`config.mk`:
```
export PLATFORM = sky130hd
export DESIGN_NAME = apb_regfile_bridge
export DESIGN_NICKNAME = d
export VERILOG_FILES = /design/src/rtl/apb_regfile_pkg.sv /design/src/rtl/apb_regfile_bridge.sv
export SDC_FILE = /design/constraint.sdc
export NUM_CORES = 1
export LEC_CHECK = 0
export CAP_MARGIN = 20
export CORE_AREA = 5 5 71 67
export CTS_BUF_LIST = sky130_fd_sc_hd__clkbuf_8
export CTS_CLUSTER_SIZE = 20
export DETAILED_ROUTE_END_ITERATION = 10
export DIE_AREA = 0 0 76 72
export PLACE_DENSITY = 0.95
export SYNTH_ARGS = -nofsm -noshare
export SYNTH_HDL_FRONTEND = slang
export SYNTH_SLANG_ARGS = --single-unit
```
`constraint.sdc`:
```
create_clock -name clk -period 2.6 [get_ports clk]
set_clock_uncertainty 0.05 [all_clocks]
set_input_delay 0.52 -clock clk [delete_from_list [all_inputs] [get_ports clk]]
set_output_delay 0.52 -clock clk [all_outputs]
set_load 0.05 [all_outputs]
```
`src/rtl/apb_regfile_pkg.sv`:
```
// Shared types and constants for the APB3 to 16x8 register-file bridge.
package apb_regfile_pkg;

    localparam int PADDR_W     = 8;
    localparam int PDATA_W     = 32;
    localparam int REG_COUNT   = 16;
    localparam int DATA_W      = 8;
    localparam int RF_AW       = $clog2(REG_COUNT);
    localparam int RF_ADDR_LSB = 2;
    localparam int CNT_W       = 3;

    // Any set bit under this mask marks a misaligned (non-word) access.
    localparam logic [1:0] ALIGN_MASK = 2'b11;

    typedef enum logic [2:0] {
        IDLE,
        WR,
        RD,
        RDWAIT,
        ACK
    } state_t;

    // An address is illegal if it is misaligned or has any bit set above addr_msb.
    function automatic logic addr_illegal(input logic [PADDR_W-1:0] paddr,
                                          input int                 addr_msb);
        logic [PADDR_W-1:0] hi_mask;
        hi_mask = {PADDR_W{1'b1}} << (addr_msb + 1);
        return ((paddr[1:0] & ALIGN_MASK) != 2'b00) || ((paddr & hi_mask) != '0);
    endfunction

endpackage

```
`src/rtl/apb_regfile_bridge.sv`:
```
// APB3 slave that turns transfers into one-cycle strobes for an external 16x8 register file.
// Latency: write PREADY 2 cycles after setup edge, read RD_LATENCY+2, decode error 1.
// Backpressure: PREADY held low (wait states) until the access finishes; PSEL drop aborts.
module apb_regfile_bridge
    import apb_regfile_pkg::*;
#(
    parameter int RD_LATENCY = 2,
    parameter int ADDR_MSB   = 5
) (
    input  logic               clk,
    input  logic               reset,
    input  logic               PSEL,
    input  logic               PENABLE,
    input  logic               PWRITE,
    input  logic [PADDR_W-1:0] PADDR,
    input  logic [PDATA_W-1:0] PWDATA,
    output logic [PDATA_W-1:0] PRDATA,
    output logic               PREADY,
    output logic               PSLVERR,
    output logic               rf_wr_en,
    output logic               rf_rd_en,
    output logic [RF_AW-1:0]   rf_addr,
    output logic [DATA_W-1:0]  rf_data_in,
    input  logic [DATA_W-1:0]  rf_data_out
);

    state_t             state;
    logic [CNT_W-1:0]   rd_cnt;
    logic [DATA_W-1:0]  prdata_q;

    logic unused_pwdata;
    assign unused_pwdata = ^PWDATA[PDATA_W-1:DATA_W];

    assign PRDATA = {{(PDATA_W-DATA_W){1'b0}}, prdata_q};

    always_ff @(posedge clk or posedge reset) begin
        if (reset) begin
            state      <= IDLE;
            rd_cnt     <= '0;
            prdata_q   <= '0;
            PREADY     <= 1'b0;
            PSLVERR    <= 1'b0;
            rf_wr_en   <= 1'b0;
            rf_rd_en   <= 1'b0;
            rf_addr    <= '0;
            rf_data_in <= '0;
        end else begin
            case (state)
                IDLE: begin
                    if (PSEL && !PENABLE) begin
                        if (addr_illegal(PADDR, ADDR_MSB)) begin
                            state   <= ACK;
                            PREADY  <= 1'b1;
                            PSLVERR <= 1'b1;
                        end else begin
                            // rf_addr/rf_data_in only move on legal accesses so they hold otherwise
                            rf_addr <= PADDR[RF_ADDR_LSB +: RF_AW];
                            if (PWRITE) begin
                                state      <= WR;
                                rf_wr_en   <= 1'b1;
                                rf_data_in <= PWDATA[DATA_W-1:0];
                            end else begin
                                state    <= RD;
                                rf_rd_en <= 1'b1;
                            end
                        end
                    end
                end
                WR: begin
                    rf_wr_en <= 1'b0;
                    if (!PSEL) begin
                        state <= IDLE;
                    end else begin
                        state  <= ACK;
                        PREADY <= 1'b1;
                    end
                end
                RD: begin
                    rf_rd_en <= 1'b0;
                    if (!PSEL) begin
                        state <= IDLE;
                    end else begin
                        state  <= RDWAIT;
                        rd_cnt <= CNT_W'(RD_LATENCY);
                    end
                end
                RDWAIT: begin
                    if (!PSEL) begin
                        state  <= IDLE;
                        rd_cnt <= '0;
                    end else begin
                        rd_cnt <= rd_cnt - CNT_W'(1);
                        // Counter reaching zero on this edge lines up with valid rf_data_out
                        if (rd_cnt == CNT_W'(1)) begin
                            prdata_q <= rf_data_out;
                            state    <= ACK;
                            PREADY   <= 1'b1;
                        end
                    end
                end
                ACK: begin
                    PREADY  <= 1'b0;
                    PSLVERR <= 1'b0;
                    state   <= IDLE;
                end
                default: begin
                    state <= IDLE;
                end
            endcase
        end
    end

endmodule

```
== Word-level counts from Yosys, hierarchy flattened ==
Index checks and enable logic that the tools add are counted.
Widths: inputs -> output; s select.
Cells by class
  reductions and logical operators: 20
  multiplexer cells: 26
  equality and inequality tests: 15
  bitwise operators: 1
  $add $sub $neg: 1
Operator list (number)
  $mux 3: 7
  $ne 2x2->1 const B: 9
  $pmux 3 s4: 1
  $reduce_and 4->1: 3
  $mux 1: 11
  $reduce_bool 2->1: 5
  $reduce_and 3->1: 3
  $reduce_bool 8->1: 1
  $eq 3x1->1 const B: 2
  $eq 3x2->1 const B: 2
  $pmux 1 s2: 3
  $pmux 3 s2: 1
  $reduce_and 6->1: 1
  $mux 2: 2
  $pmux 1 s4: 1
  $reduce_and 2->1: 2
  $reduce_bool 4->1: 1
  $eq 3x3->1 const B: 1
  $logic_not 3->1: 1
  $ne 3x3->1 const B: 1
  $sub 3x1->3 const B: 1
  $logic_and 1x1->1: 1
  $logic_not 1->1: 1
  $logic_or 1x1->1: 1
  $not 1->1: 1
Storage, ports and cells
  output and inout port bits: 48
  logic and storage cells: 72
  input bits: 53
  flip-flop bits (word level): 30

== Depth between registers and ports, before layout ==
  depth in word-level cells: 5
  mapped depth: 5

== Least setup slack after synthesis ==
Ideal clock, no wire load.
  path type: input port to flip-flop
  from: in PADDR[1]
  to: reg rf_data_in[0]
  buffers on the path: 0
  cell stages on the path: 3
  setup slack: 0.977 ns
  arrival time: 1.449 ns
  cells stage by stage: nor4_4 -> nand4_4 -> mux2_2
On the way
  cells in the longest elaborated chain, start to end: 4
RTL lines
  from (decl): line apb_regfile_bridge.sv:15  | input logic [PADDR_W-1:0] PADDR,
  $reduce_bool 2->1: line apb_regfile_pkg.sv:28  | return ((paddr[1:0] & ALIGN_MASK) != 2'b00) || ((paddr & hi_mask) != '0);
  $logic_or 1x1->1: line apb_regfile_pkg.sv:28
  $not 1->1 (no line)
  $reduce_and 4->1 (no line)
  to (signal assigned): line apb_regfile_bridge.sv:61  | rf_data_in <= PWDATA[DATA_W-1:0];
  to (decl): line apb_regfile_bridge.sv:23  | output logic [DATA_W-1:0] rf_data_in,
No other way between the ends.
A chain may end at the register's enable or synchronous reset.

== Worst setup path in the final report ==
  from: reg rf_rd_en
  to: out rf_rd_en
RTL lines
  from (decl): line apb_regfile_bridge.sv:21  | output logic rf_rd_en,
  from (signal assigned): line apb_regfile_bridge.sv:44  | rf_rd_en <= 1'b0;
  from (signal assigned): line apb_regfile_bridge.sv:64  | rf_rd_en <= 1'b1;
  from (signal assigned): line apb_regfile_bridge.sv:79  | rf_rd_en <= 1'b0;
No word-level cell between the ends.

==> impl_metrics.yaml <==
setup_path:
  critical-path-top-delay-family: "buffers and inverters"
  critical_path_class: "flip-flop to output port"
  cp-start-kind: "flip-flop"
  reg2reg_to: "prdata_q[3]"
  ff2ff_path_depth: 5
  worst-endpoint-arrival_ps: 1450
  required_time_reported_for_the_critical_path_endpoint_ps: 2030
  crit_path_buf_inv_count: 1
  worst_setup_path_end_kind: "output port"
  critical_path.max_fanout: 2
  worst_path_largest_cell_delay_ps: 830
  regToRegSetupSlack_ps: 890
  crit_path_top_delay_cell: "clkdlybuf4s50_1"
  crit_chain: "clkdlybuf4s50_1"
  worstSetupStartpoint: "rf_rd_en"
  critical_path.reg2reg.startpoint: "rd_cnt[1]"
cts:
  cts.reportedPaths.clkPinSlew_ps: 60
  cts_made_buffers: 5
  cts_repair_resize_count: 0
  cts_max_path_buffers: 2
  clockRootBuffer: "clkbuf_8"
  post_cts_setup_buffer_count: 0
  holdBufCountCts: 0
  depth_of_the_cts_h_tree: 2
  clock_insertion_delay_at_the_later_pin_of_the_skew_report_ps: 280
  clock_sinks: 30
  tritoncts: "built"
min_path:
  worst_hold_path.num_cells: 1
  hp_class: "flip-flop to flip-flop"
  hold_path.startpoint: "rd_cnt[1]"
  hold_path_end: "rd_cnt[1]"
floorplan:
  ios: 101
  horiz_die_dim_um: 76
  die_height_um: 72
  coreArea_um2: 3940
  fp.dieArea_um2: 5470
  initial_utilization_pct: 38.5
  row_count: 22
pwr:
  internal-power_w: 0.000956
  cellLeakagePower_nw: 0.983
  p_seq_share_pct: 37.6
  sw_frac_of_total_pct: 32.6
  total_switching_power_w: 0.000462
  powerDensity_nw_per_um2: 669
  vdd.ir_drop.worst_uv: 431
  share_comb_of_total_power_pct: 29.4
  clock_power_share_pct: 33.0
  power_w: 0.00142
job:
  max_cap_viol_count: 0
synth:
  syn-cell-area_um2: 1520
  ys_ff_latch: 30
  synth_ff_type: "dfrtp_1"
  synthesis.instances: 122
  synthDominantCellAreaShare_pct: 49.5
  synth_area_per_cell_um2: 12.4
  number_of_unique_standard_cell_types_used_by_synthesis: 34
  synth-seq-area-share_pct: 49.5
  ys.warnings.count: 0
  synth_edf_count: 0
  synth_largest_area_cell: "dfrtp_1"
  synthArstFlopShare_pct: 100
  synthTopCellsByArea: "dfrtp_1 50%, mux2_2 15%, buf_4 12%"
finish:
  multi_input_comb_area_um2: 648
  finish.net_count: 235
  final_cell_mix: "52 x clkdlybuf4s50_1, 30 x dfrtp_1, 24 x conb_1"
  flow.area_growth_from_synthesis_pct: 39.7
  final_cells: 228
  fillerInstances: 336
  ff_latch_area_um2: 751
  antenna_diode_count: 0
  drive_gt1_share_pct: 20.6
  final_common_cell: "clkdlybuf4s50_1"
global_routing:
  grt_util_all_layers_pct: 11.9
  first_global_vias: 1053
  pin_count_of_the_biggest_net_entering_global_routing: 31
  antenna_violations_before_repair: 0
  grt.overflow.total: 0
  grt_first_pass_wirelength_mm: 5.20
timing:
  min_period_ps: 2020
  rsz0062_at_grt: "false"
  tightest_slew_ps: 525
  final-setup-viol-count: 0
  timing_limited_maximum_frequency_ghz: 0.494
  finalCritPeriodShare_pct: 77.8
  maxSlewViolCount: 0
  setup_total_negative_slack_ps: 0
  slew_headroom_pct: 64.9
  timing_hold_violations_final: 0
detailed_routing:
  final_antenna_net_count: 0
  avgViaCountPerCell: 4.58
  mean_routed_wirelength_per_cell_um: 13.9
  drtIter0Drc: 19
  via_count: 1045
  dr.pass1.iters: 4
  wl_mm: 3.17
  drc: 0
place:
  dpl_hpwl_mm: 2.47
  dpl.cell_count: 221
  place.gp.congestion: 0.757
  io_buffer_count: 52
outcome:
  status: "complete, no violations"
## registers in the layout, summed over array words and instances, names as in the netlist
name / cells
rf_wr_en: 1
rd_cnt: 3
rf_rd_en: 1
PREADY: 1
rf_data_in: 8
rf_addr: 4
prdata_q: 8
PSLVERR: 1
state: 3
## metrics by stage
step | setup WS (ps) | hold WS [ps] | utilization, % | cell area, um2
6_report | 576 | 446 | 53.8 | 2120
5_1_grt | 523 | 464 | 53.8 | 2120
4_1_cts | 552 | 451 | 53.8 | 2120
3_5_place_dp | 324 | 436 | 51.0 | 2010
3_3_place_gp | 359 | 429 | 51.0 | 2010
2_1_floorplan | 977 | 416 | - | 1600
## metal layers
layer	vias up	track usage (%)	part of all wire, %	wire length (um)
li1	491	-	-	-
met1	506	12.9	37	1170
met2	42	20.1	52	1650
met3	6	5.58	9.5	302
met4	0	4.74	1.5	49
met5	-	0	0	0
## power groups by stage
stage	logic, W	registers [W]	clock network (W)
6_report	0.000417	0.000533	0.000468
4_1_cts	0.000420	0.000534	0.000482
2_1_floorplan	0.000168	0.000674	0
3_5_place_dp	0.000418	0.000542	0
3_3_place_gp	0.000413	0.000538	0
5_1_grt	0.000438	0.000539	0.000501
## synth_stat cells, types with 2 or more instances
| master | n |
|---|---|
| dfrtp_1 | 30 |
| buf_4 | 24 |
| mux2_2 | 20 |
| inv_1 | 5 |
| nand2_1 | 4 |
| nor2_1 | 4 |
| nor2b_1 | 3 |
| a21oi_1 | 2 |
| a2bb2oi_1 | 2 |
| ha_1 | 2 |
| nand2b_1 | 2 |
| o21ai_0 | 2 |
## cell families (layout without fill, tap and decap cells)
family                   after synthesis  count (layout)  share of synthesized area (%)
other                                  1              24                          0.247
AO/OA/AOI/OAI                         14              14                           7.18
adder cells (fa/ha/maj)                2               2                           1.65
multiplexers                          20              20                           14.9
flip-flops                            30              30                           49.5
buffers and inverters                 30              65                           13.4
AND/OR/NAND/NOR                       25              25                           13.1
## final cells by class
| type | count | share of cell area [%] |
|---|---|---|
| Clock buffer | 6 | 3.90 |
| Sequential cell | 30 | 35.4 |
| Timing Repair Buffer | 53 | 24.9 |
| Tap cell | 48 | 2.84 |
| Clock inverter | 1 | 1.42 |
| Multi-Input combinational cell | 85 | 30.6 |
| Inverter | 5 | 0.886 |
## worst max path at each step
stage,endpoint,slack [ps],cells past startpoint
6_report,rf_rd_en,580,1
5_1_grt,rf_rd_en,520,1
4_1_cts,rf_rd_en,550,1
3_5_place_dp,rf_data_in[4],320,4
3_3_place_gp,rf_data_in[3],360,4
2_1_floorplan,rf_data_in[0],980,3
(Power assumes the default switching activity.)
